`config.mk`:
```
export PLATFORM = sky130hd
export DESIGN_NAME = spi_slave_axis_egress
export DESIGN_NICKNAME = d
export VERILOG_FILES = /design/src/rtl/spi_pkg.sv /design/src/rtl/spi_sync_edge.sv /design/src/rtl/spi_slave_axis_egress.sv
export SDC_FILE = /design/constraint.sdc
export NUM_CORES = 1
export LEC_CHECK = 0
export CAP_MARGIN = 40
export CORE_ASPECT_RATIO = 1.1
export CORE_MARGIN = 5
export CORE_UTILIZATION = 45
export CTS_BUF_LIST = sky130_fd_sc_hd__clkbuf_4
export CTS_CLUSTER_SIZE = 30
export DETAILED_ROUTE_END_ITERATION = 16
export PLACE_DENSITY = 0.68
export SLEW_MARGIN = 30
export SYNTH_ARGS = -nofsm -noshare
export SYNTH_HDL_FRONTEND = slang
export SYNTH_SLANG_ARGS = --single-unit
```
`constraint.sdc`:
```
create_clock -name clk -period 1.3 [get_ports clk]
set_input_delay 0.195 -clock clk [delete_from_list [all_inputs] [get_ports clk]]
set_output_delay 0.195 -clock clk [all_outputs]
set_load 0.005 [all_outputs]
```
`src/rtl/spi_pkg.sv`:
```
// Shared definitions for the SPI slave datapaths.
// Holds the egress FSM state type, the byte width and the default fill byte
// sent when the transmit buffer is empty at a byte boundary.
package spi_pkg;

   localparam int SPI_BYTE_BITS = 8;
   localparam logic [SPI_BYTE_BITS-1:0] SPI_DEFAULT_IDLE_BYTE = 8'h00;

   typedef enum logic {
      IDLE  = 1'b0,
      SHIFT = 1'b1
   } spi_egress_state_t;

endpackage

```
`src/rtl/spi_sync_edge.sv`:
```
// Multi-flop synchronizer with edge detection for one asynchronous input.
// Ports:
//   clk     system clock
//   res     synchronous active-high reset (chain preset to RESET_VAL)
//   async_i asynchronous input pin
//   level_o synchronized level
//   rise_o  one-cycle pulse on a synchronized 0->1 transition
//   fall_o  one-cycle pulse on a synchronized 1->0 transition
module spi_sync_edge #(
   parameter int   SYNC_STAGES = 2,
   parameter logic RESET_VAL   = 1'b0
)(
   input  logic clk,
   input  logic res,
   input  logic async_i,
   output logic level_o,
   output logic rise_o,
   output logic fall_o
);

   logic [SYNC_STAGES-1:0] sync_q, sync_d;
   logic                   prev_q, prev_d;

   always_comb begin
      sync_d = {sync_q[SYNC_STAGES-2:0], async_i};
      prev_d = sync_q[SYNC_STAGES-1];
   end

   always_ff @(posedge clk) begin
      if (res) begin
         sync_q <= {SYNC_STAGES{RESET_VAL}};
         prev_q <= RESET_VAL;
      end else begin
         sync_q <= sync_d;
         prev_q <= prev_d;
      end
   end

   assign level_o = sync_q[SYNC_STAGES-1];
   assign rise_o  =  level_o & ~prev_q;
   assign fall_o  = ~level_o &  prev_q;

endmodule

```
`src/rtl/spi_slave_axis_egress.sv`:
```
// SPI slave transmit path: bytes taken from an AXI-Stream slave port are
// shifted out on MISO. spi_clk/spi_csn are oversampled in the clk domain;
// MISO is updated after each synchronized spi_clk rising edge, so the master
// samples it on the falling edge.
// Ports:
//   clk, res                 system clock, synchronous active-high reset
//   spi_clk, spi_csn         asynchronous SPI clock / chip select (low active)
//   spi_miso, spi_miso_oe    serial data out and its output enable
//   s_axis_tdata/tvalid/tready  byte input stream
//   err_underrun             sticky: byte boundary hit with no data buffered
//   busy                     transaction in progress
// Build option: SPI_SLAVE_EGRESS_PREFETCH_EN turns the single holding
// register into a 2-entry FIFO so the host can stay one byte ahead.
module spi_slave_axis_egress
   import spi_pkg::*;
#(
   parameter bit                       MSB_FIRST   = 1'b1,
   parameter logic [SPI_BYTE_BITS-1:0] IDLE_BYTE   = SPI_DEFAULT_IDLE_BYTE,
   parameter int                       SYNC_STAGES = 2
)(
   input  logic                     clk,
   input  logic                     res,
   input  logic                     spi_clk,
   input  logic                     spi_csn,
   output logic                     spi_miso,
   output logic                     spi_miso_oe,
   input  logic [SPI_BYTE_BITS-1:0] s_axis_tdata,
   input  logic                     s_axis_tvalid,
   output logic                     s_axis_tready,
   output logic                     err_underrun,
   output logic                     busy
);

   localparam int CNT_W = $clog2(SPI_BYTE_BITS);

   logic clk_lvl, clk_rise, clk_fall;
   logic csn_lvl, csn_rise, csn_fall;

   spi_sync_edge #(.SYNC_STAGES(SYNC_STAGES), .RESET_VAL(1'b0)) u_sync_clk (
      .clk(clk), .res(res), .async_i(spi_clk),
      .level_o(clk_lvl), .rise_o(clk_rise), .fall_o(clk_fall)
   );

   spi_sync_edge #(.SYNC_STAGES(SYNC_STAGES), .RESET_VAL(1'b1)) u_sync_csn (
      .clk(clk), .res(res), .async_i(spi_csn),
      .level_o(csn_lvl), .rise_o(csn_rise), .fall_o(csn_fall)
   );

   logic unused_sync;
   assign unused_sync = ^{clk_lvl, clk_fall, csn_lvl};

   // ---------------- transmit buffer ----------------
   logic                     push, pop, avail;
   logic [SPI_BYTE_BITS-1:0] head;

`ifdef SPI_SLAVE_EGRESS_PREFETCH_EN
   logic [1:0][SPI_BYTE_BITS-1:0] mem_q, mem_d;
   logic                          rd_ptr_q, rd_ptr_d;
   logic [1:0]                    cnt_q, cnt_d;
   logic                          wr_ptr;

   assign s_axis_tready = (cnt_q < 2'd2) && !res;
   assign avail         = (cnt_q != 2'd0);
   assign head          = mem_q[rd_ptr_q];
   // Write slot follows the head by the occupancy (only 0 or 1 when pushing).
   assign wr_ptr        = rd_ptr_q ^ cnt_q[0];

   always_comb begin
      mem_d    = mem_q;
      rd_ptr_d = rd_ptr_q;
      cnt_d    = cnt_q;
      if (push) mem_d[wr_ptr] = s_axis_tdata;
      if (pop)  rd_ptr_d = ~rd_ptr_q;
      if (push && !pop)      cnt_d = cnt_q + 2'd1;
      else if (pop && !push) cnt_d = cnt_q - 2'd1;
   end

   always_ff @(posedge clk) begin
      if (res) begin
         mem_q    <= '0;
         rd_ptr_q <= 1'b0;
         cnt_q    <= 2'd0;
      end else begin
         mem_q    <= mem_d;
         rd_ptr_q <= rd_ptr_d;
         cnt_q    <= cnt_d;
      end
   end
`else
   logic                     hold_valid_q, hold_valid_d;
   logic [SPI_BYTE_BITS-1:0] hold_data_q, hold_data_d;

   assign s_axis_tready = !hold_valid_q && !res;
   assign avail         = hold_valid_q;
   assign head          = hold_data_q;

   // push and pop are exclusive: pop needs a full buffer, push an empty one.
   always_comb begin
      hold_valid_d = hold_valid_q;
      hold_data_d  = hold_data_q;
      if (push) begin
         hold_valid_d = 1'b1;
         hold_data_d  = s_axis_tdata;
      end
      if (pop) hold_valid_d = 1'b0;
   end

   always_ff @(posedge clk) begin
      if (res) begin
         hold_valid_q <= 1'b0;
         hold_data_q  <= '0;
      end else begin
         hold_valid_q <= hold_valid_d;
         hold_data_q  <= hold_data_d;
      end
   end
`endif

   assign push = s_axis_tvalid && s_axis_tready;

   // ---------------- shift FSM ----------------
   spi_egress_state_t        state_q, state_d;
   logic [CNT_W-1:0]         bit_cnt_q, bit_cnt_d;
   logic [SPI_BYTE_BITS-1:0] shift_q, shift_d, byte_nxt;
   logic                     miso_q, miso_d;
   logic                     oe_q, oe_d;
   logic                     busy_q, busy_d;
   logic                     err_q, err_d;

   always_comb begin
      state_d   = state_q;
      bit_cnt_d = bit_cnt_q;
      shift_d   = shift_q;
      miso_d    = miso_q;
      oe_d      = oe_q;
      busy_d    = busy_q;
      err_d     = err_q;
      pop       = 1'b0;
      byte_nxt  = shift_q;
      case (state_q)
         IDLE: begin
            if (csn_fall) begin
               state_d   = SHIFT;
               bit_cnt_d = '0;
               oe_d      = 1'b1;
               busy_d    = 1'b1;
               err_d     = 1'b0;
            end
         end
         SHIFT: begin
            // CS release wins over a coincident clock edge; a partial byte
            // is dropped, never re-sent.
            if (csn_rise) begin
               state_d   = IDLE;
               bit_cnt_d = '0;
               miso_d    = 1'b0;
               oe_d      = 1'b0;
               busy_d    = 1'b0;
            end else if (clk_rise) begin
               bit_cnt_d = bit_cnt_q + 1'b1;
               if (bit_cnt_q == '0) begin
                  if (avail) begin
                     byte_nxt = head;
                     pop      = 1'b1;
                  end else begin
                     byte_nxt = IDLE_BYTE;
                     err_d    = 1'b1;
                  end
               end else if (MSB_FIRST) begin
                  byte_nxt = {shift_q[SPI_BYTE_BITS-2:0], 1'b0};
               end else begin
                  byte_nxt = {1'b0, shift_q[SPI_BYTE_BITS-1:1]};
               end
               shift_d = byte_nxt;
               miso_d  = MSB_FIRST ? byte_nxt[SPI_BYTE_BITS-1] : byte_nxt[0];
            end
         end
         default: state_d = IDLE;
      endcase
   end

   always_ff @(posedge clk) begin
      if (res) begin
         state_q   <= IDLE;
         bit_cnt_q <= '0;
         shift_q   <= '0;
         miso_q    <= 1'b0;
         oe_q      <= 1'b0;
         busy_q    <= 1'b0;
         err_q     <= 1'b0;
      end else begin
         state_q   <= state_d;
         bit_cnt_q <= bit_cnt_d;
         shift_q   <= shift_d;
         miso_q    <= miso_d;
         oe_q      <= oe_d;
         busy_q    <= busy_d;
         err_q     <= err_d;
      end
   end

   assign spi_miso     = miso_q;
   assign spi_miso_oe  = oe_q;
   assign busy         = busy_q;
   assign err_underrun = err_q;

endmodule

```
* Word-level counts from Yosys, hierarchy flattened
Index checks and enable logic that the tools add are counted.
** Word-level totals
- Bits in registers :: 29
- Bits of input ports :: 13
- Logic and storage cells :: 65
- Output and inout port bits :: 5
** Cells by class
- $add $sub $neg :: 1
- Bitwise logic cells :: 8
- Muxes and demuxes :: 25
- Reduce and logical (&&, ||, !) cells :: 12
- Equality and inequality tests :: 7
** Operators with widths (number)
- 1-bit 2-to-1 mux :: 16
- 8-bit 2-to-1 mux :: 2
- 2-bit != test, second input constant :: 5
- 3-bit 2-to-1 mux :: 3
- 1-bit one-hot mux with 2 select lines :: 3
- 3-bit one-hot mux with 2 select lines :: 1
- 2-bit AND reduction :: 3
- 1-bit inverter :: 5
- 5-bit AND reduction :: 1
- 3-bit by 1-bit adder with 3-bit output, second input constant :: 1
- 1-bit bitwise AND :: 3
- 3-bit logical NOT :: 1
- 3-bit != test, second input constant :: 1
- 3-bit AND reduction :: 1
- 1-bit logical AND :: 2
- 1-bit logical NOT :: 2
- 2-bit by 1-bit != test with 1-bit output, second input constant :: 1
- 2-bit nonzero test :: 1
- 2-bit OR reduction :: 1

* Logic depth before layout (Yosys ltp)
Gate-level depths: netlist of the first run.
- Depth in word-level cells :: 6
- Depth in mapped cells :: 5
- Mapped depth without buffers :: 5

* Hierarchy
A second synthesis of the first run with hierarchy kept.
** Unflattened totals
- Cell total of the unflattened synthesis :: 126
- Area, all modules :: 1188.6 um^2
** By module, submodules not included
- spi_slave_axis_egress :: cells each 110, seq. area each 460.4 um^2, area each 1004.7 um^2, instances 1
- spi_sync_edge at u_sync_csn :: cells each 8, seq. area each 60.1 um^2, area each 92.6 um^2, instances 1
- spi_sync_edge at u_sync_clk :: cells each 8, seq. area each 60.1 um^2, area each 91.3 um^2, instances 1

* Worst setup path before layout of the first run
OpenSTA, ideal clock, no wires.
- Path type :: reg-to-reg
- From :: register bit_cnt_q[0]
- To :: register shift_q[1]
- Library setup time :: 0.086 ns
- Path slack :: 0.129 ns
- Arrival time :: 1.085 ns
- Cell stages (with the launch flop) :: 6
- Period minus slack after synthesis :: 1.171 ns
- Required time :: 1.214 ns
- Path buffers :: 0
- Cell sequence :: dfxtp_1 > inv_1 > ha_1 > nand2b_1 > a21oi_1 > a211oi_1
** On the way
- Longest elaborated chain between the ends :: 2
** Ends and longest elaborated chain
- start, declared :: line spi_slave_axis_egress.sv:123 : logic [CNT_W-1:0] bit_cnt_q, bit_cnt_d;
- start signal, assigned :: line spi_slave_axis_egress.sv:193 : bit_cnt_q <= bit_cnt_d;
- 3-bit logical NOT :: line spi_slave_axis_egress.sv:161 : if (bit_cnt_q == '0) begin
- 8-bit 2-to-1 mux :: line spi_slave_axis_egress.sv:161
- end signal, assigned :: line spi_slave_axis_egress.sv:194 : shift_q <= shift_d;
- end, declared :: line spi_slave_axis_egress.sv:124 : logic [SPI_BYTE_BITS-1:0] shift_q, shift_d, byte_nxt;
No other way between the ends.
A chain may end at the register's enable or synchronous reset.

* Final worst setup path of the first run
- From :: register bit_cnt_q[0]
- To :: register shift_q[5]
Same word-level chain as after synthesis.

==> results of run 1 <==
-- power groups by stage --
stage                     Sequential [mW]  Clock [mW]  Combinational (mW)
after floorplan                     0.956           0               0.107
final                               0.943       0.511               0.195
after CTS                           0.942       0.528               0.194
after global placement              0.962           0               0.186
after global routing                0.948       0.577               0.217
after detailed placement            0.963           0               0.192
-- flip-flops by register name, summed over array words and instances (netlist names) --
name               count
u_sync_csn.prev_q      1
err_underrun           1
busy                   1
spi_miso               1
u_sync_clk.sync_q      2
bit_cnt_q              3
head                   8
u_sync_csn.sync_q      2
avail                  1
state_q                1
u_sync_clk.prev_q      1
shift_q                7
-- placed cells by master, fill, tap and decap left out, drive strengths merged, types with 7 or more instances in the layout --
cell           netlist  final
a21oi               13     13
and4b                7      7
buf                  8     14
clkbuf               2      7
clkdlybuf4s50        0     12
dfxtp               29     29
mux2i                9      9
nor2                11     11
nor2b                9      9
-- logic make-up after synthesis --
kind of cell	after synthesis	synth area share
compound gates	31	0.155
mux	9	0.0715
buf+inv	14	0.0516
flops	29	0.461
fa+ha+maj	2	0.0199
simple gates	45	0.241
-- final timing paths --
kind,endpoint,depth (start not counted),startpoint,slack [ns]
max,shift_q[5],5,bit_cnt_q[0],0.08
min,u_sync_csn.sync_q[1],1,u_sync_csn.sync_q[0],0.42
max reg2reg,shift_q[5],5,bit_cnt_q[0],0.08
min reg2reg,u_sync_csn.sync_q[1],1,u_sync_csn.sync_q[0],0.42
-- repair_timing --
item / in CTS / in global routing
gates resized for setup: 9 / 8
hold buffers: 0 / 0
setup endpoints to repair: 13 / 12
setup buffers: 1 / 0
-- final cells by class --
cell class	count	area (µm²)	share of cell area
Clock inverter	1	3.75	0.00234
Tap cell	33	41.3	0.0257
Timing Repair Buffer	31	265	0.165
Sequential cell	29	583	0.363
Clock buffer	6	45.0	0.0281
Multi-Input combinational cell	87	652	0.406
Inverter	4	15.0	0.00935
-- worst register-to-register path, delay by kind of cell (launching register included) --
| kind | cells | cell delay [ns] |
|---|---|---|
| DFF | 1 | 0.32 |
| AOI/OAI and AO/OA | 2 | 0.29 |
| and+or+nand+nor | 1 | 0.22 |
| adders and majority gates | 1 | 0.19 |
| buffers and inverters | 1 | 0.12 |
-- stage by stage --
step / util / hold WS (ns) / instances / TNS, ns
finish: 0.589 / 0.421 / 191 / 0
global route: 0.589 / 0.402 / 191 / -0.00975
CTS: 0.578 / 0.410 / 191 / 0
detailed placement: 0.557 / 0.401 / 183 / -1.90
global placement: 0.557 / 0.396 / 183 / -1.27
floorplan: - / 0.299 / 130 / 0
-- per-layer routing --
metal,vias up,routed length (µm),GRT usage
li1,531,-,-
met1,493,1210,0.197
met2,15,1450,0.273
met3,8,87,0.0472
met4,0,58,0.0949
met5,-,0,0
==> out/results.txt, run 1 <==
Status: finished, final reports clean
Critical path fanouts, max: 9
CP max stage delay: 0.32 ns
Leak: 0.633 nW
Router iterations before antenna repair: 3
Max-slew headroom: 0.797
Critical Path AT: 1.46 ns
Clock network power share: 0.310
Final hold viol count: 0
Synthesized cell area: 0.00126 mm²
Power per Cell Area: 1030 mW/mm²
Site Rows: 20
Async set or reset register ratio after synthesis: 0
WP data required: 1.54 ns
Die H: 65.5 µm
Clock buffer depth: 2
Vias in the first global route: 1124
Initial antenna violation count: 0
Average cell area after synthesis: 9.69 µm²
DR vias/cell: 5.48
Final HPWL DP: 2050 µm
CTS tree: done
Largest area contributor in the netlist: dfxtp_1
Layout cells sized above 1: 0.234
Crit path time final: 1.22 ns
Fillers: 243
Area delta synth->final: 27.4%
Final Max Slew Viols: 0
Sw frac: 0.244
Post-synth top area share: 0.461
DRC errors left: 0
Yosys warning count: 0
Synth Net Count: 145
Worst path cell trace: inv_1 -> ha_4 -> and4b_1 -> a21oi_1 -> a211oi_2
Fin area: 0.00161 mm²
Core box area: 0.00273 mm²
Post-DP Area: 0.00152 mm²
Final wirelength: 2810 µm
Last weighted congestion value of the routability-driven placer: 0.790
Seq pwr share: 0.572
WL per Instance: 14.7 µm
Starting Density: 0.462
ANT nets after route: 0
Total of max-cap violations: 0
Ys flop type: dfxtp_1
FMAX: 817 MHz
Startpoint types: flop
Max VDD drop: 633 µV
CTS Buf Count: 5
Slowest CP cell: dfxtp_1
Comb pwr share: 0.118
Switch Pwr: 0.402 mW
I/O Pins: 18
CTS H-tree depth: 2
CP Capture Type: flop
Most frequent cell after synthesis: dfxtp_1
CTS root buf: clkbuf_4
List of most frequent post-synthesis cells: dfxtp_1, a21oi_1, nor2_1, mux2i_1, nor2b_1
Synth area leaders: dfxtp_1, mux2i_1, and4b_1
Final worst setup slack: 0.0765 ns
Int Pwr: 1.25 mW
Mapped Cells: 130
Nets: 173
Largest net degree at the start of global routing: 26
Worst-path clk slew: 0.08 ns
DRT iter0 DRCs: 12
Clock sinks: 29
Input/output buffers: 17
Final clock skew: 0.0137 ns
Global route overflow: 0
First-pass GRT wire length: 4900 µm
Register bit count reported by yosys: 29
Antenna Cells: 0
Top delay family on crit path: flip-flops
Total Routing Usage GR: 0.169
Register area share after synthesis: 0.461
Tot Pwr: 1.65 mW
Final Cycle Share: 0.941
Worst-margin pin slew: 0.305 ns
Worst Path Buf+Inv: 1
Clock latency on the worst-skew pair: 0.33 ns
Die ar.: 0.00396 mm²
Pre-CTS WS: -0.238 ns
Netlist cell types: 31
Final setup fails: 0
Vias: 1047
HP Class: flop to flop
Crit Path Class: flop to flop
Die W: 60.5 µm
Post-synth EDFFs: 0
Note: power is estimated with default switching activity, not from simulation.
==> run 2: changes to the inputs <==
--- a/config.mk
+++ b/config.mk
@@ -8,11 +8,11 @@
 export CAP_MARGIN = 40
 export CORE_ASPECT_RATIO = 1.1
 export CORE_MARGIN = 5
-export CORE_UTILIZATION = 45
+export CORE_UTILIZATION = 40
 export CTS_BUF_LIST = sky130_fd_sc_hd__clkbuf_4
 export CTS_CLUSTER_SIZE = 30
 export DETAILED_ROUTE_END_ITERATION = 16
-export PLACE_DENSITY = 0.68
+export PLACE_DENSITY = 0.62
 export SLEW_MARGIN = 30
 export SYNTH_ARGS = -nofsm -noshare
 export SYNTH_HDL_FRONTEND = slang
==> run 2 against run 1 <==
- routed wire length shrank 5.3%
- critical path depth is the same
- power grew 4.2%
- fmax shrank 1.1%
- flip-flop and latch count is the same
- combinational power is essentially flat
- hold slack lost 0.0075 ns
- largest cell class unchanged
==> out/results.txt, run 2 (synthesis gave the netlist of run 1 again) <==
Status: finished, final reports clean
DRC errors left: 0
Final wirelength: 2660 µm
Max VDD drop: 594 µV
First-pass GRT wire length: 4420 µm
Fillers: 284
Vias in the first global route: 1004
Final Cycle Share: 0.952
Die W: 63.5 µm
Top delay family on crit path: flip-flops
Final setup fails: 0
WP data required: 1.52 ns
Startpoint types: flop
Vias: 1054
CTS Buf Count: 5
I/O Pins: 18
HP Class: input pin to flop
FMAX: 808 MHz
Final non-filler cell total: 193
Clock sinks: 29
Initial antenna violation count: 0
Max FFs per register: 8
Last weighted congestion value of the routability-driven placer: 0.734
Global route overflow: 0
DRT iter0 DRCs: 35
Nets: 173
CP Capture Type: flop
Final setup TNS: 0 ns
Leak: 0.637 nW
ANT nets after route: 0
Antenna Cells: 0
Slowest CP cell: dfxtp_1
Core box area: 0.00305 mm²
Starting Density: 0.413
Power per Cell Area: 1060 mW/mm²
Crit Path Class: flop to flop
CP max stage delay: 0.38 ns
Worst-path clk slew: 0.09 ns
Max-slew headroom: 0.742
Site Rows: 21
Critical Path AT: 1.46 ns
DR vias/cell: 5.46
Final clock skew: 0.00476 ns
Commonest non-fill, non-tap cell in the layout: dfxtp_1
Layout cells sized above 1: 0.245
Total Routing Usage GR: 0.132
CTS tree: done
Area delta synth->final: 28.8%
CTS root buf: clkbuf_4
Input/output buffers: 17
Worst path cell trace: inv_2 -> ha_4 -> and4b_1 -> a21oi_1 -> a211oi_2
Die H: 68.9 µm
Worst Path Buf+Inv: 1
Router iterations before antenna repair: 4
Critical path fanouts, max: 9
Total of max-cap violations: 0
Placed cells: 184
Final Max Slew Viols: 0
Final HPWL DP: 1900 µm
Clock latency on the worst-skew pair: 0.33 ns
Worst-margin pin slew: 0.386 ns
Commonest cells after routing, fill and taps aside: dfxtp_1, buf_4, a21oi_1, clkdlybuf4s50_1, nor2_1
Die ar.: 0.00437 mm²
Largest net degree at the start of global routing: 16
CTS H-tree depth: 2
Crit path time final: 1.24 ns
Reg2Reg Setup Slack: 0.06 ns
RSZ-0062 raised after global routing: no
Clock buffer depth: 2
Final hold viol count: 0
WL per Instance: 13.8 µm
==> run 2: cell count changes in the layout (fill, tap and decap cells not counted), sizes merged <==
cell and delta:
clkbuf +1, clkinv -1, dlygate4sd2 +1
==> run 2: worst reg2reg max path, stage by stage, from the launching register on <==
cell and delay, ns:
dfxtp_1 0.38, inv_2 0.07, ha_4 0.19, and4b_1 0.21, a21oi_1 0.18, a211oi_2 0.10
==> run 2: path summary, 6_finish.rpt <==
path	start	endpoint	cells past startpoint
setup / recovery	bit_cnt_q[1]	shift_q[6]	5
hold / removal	spi_clk	u_sync_clk.sync_q[0]	2
setup reg to reg	bit_cnt_q[1]	shift_q[6]	5
hold reg to reg	u_sync_csn.sync_q[0]	u_sync_csn.sync_q[1]	1
==> run 2: per-layer routing <==
layer  wire (µm)  track usage
met1        1200        0.145
met2        1260        0.214
met3         146       0.0567
met4          62       0.0779
met5           0            0
==> run 2: layout make-up <==
type | count | area [µm²] | share of cell area
timing repair buffer | 31 | 269 | 0.166
tap | 34 | 42.5 | 0.0262
multi-input combinational | 87 | 653 | 0.402
clock buffer | 8 | 60.1 | 0.0370
sequential | 29 | 583 | 0.359
inverter | 4 | 15.0 | 0.00925
==> run 2: power breakdown <==
group | internal [mW] | switching [mW] | leakage, nW
clock | 0.278 | 0.304 | 0.0368
sequential | 0.922 | 0.0193 | 0.238
combinational | 0.109 | 0.0851 | 0.362
==> run 2: timing repair <==
item	4_1_cts	5_1_grt
resized for setup	8	8
hold buffers	0	0
endpoints found under the setup margin	13	11
setup buffers	1	0
==> run 2: through the flow <==
step / setup slack [ns] / util / power, mW / area, µm² / hold WS, ns
2_1_floorplan: 0.129 / - / 1.06 / 1260 / 0.299
3_3_place_gp: -0.213 / 0.499 / 1.15 / 1520 / 0.397
3_5_place_dp: -0.227 / 0.499 / 1.15 / 1520 / 0.403
4_1_cts: 0.0156 / 0.523 / 1.74 / 1590 / 0.397
5_1_grt: 0.00472 / 0.532 / 1.80 / 1620 / 0.398
6_report: 0.0625 / 0.532 / 1.72 / 1620 / 0.413
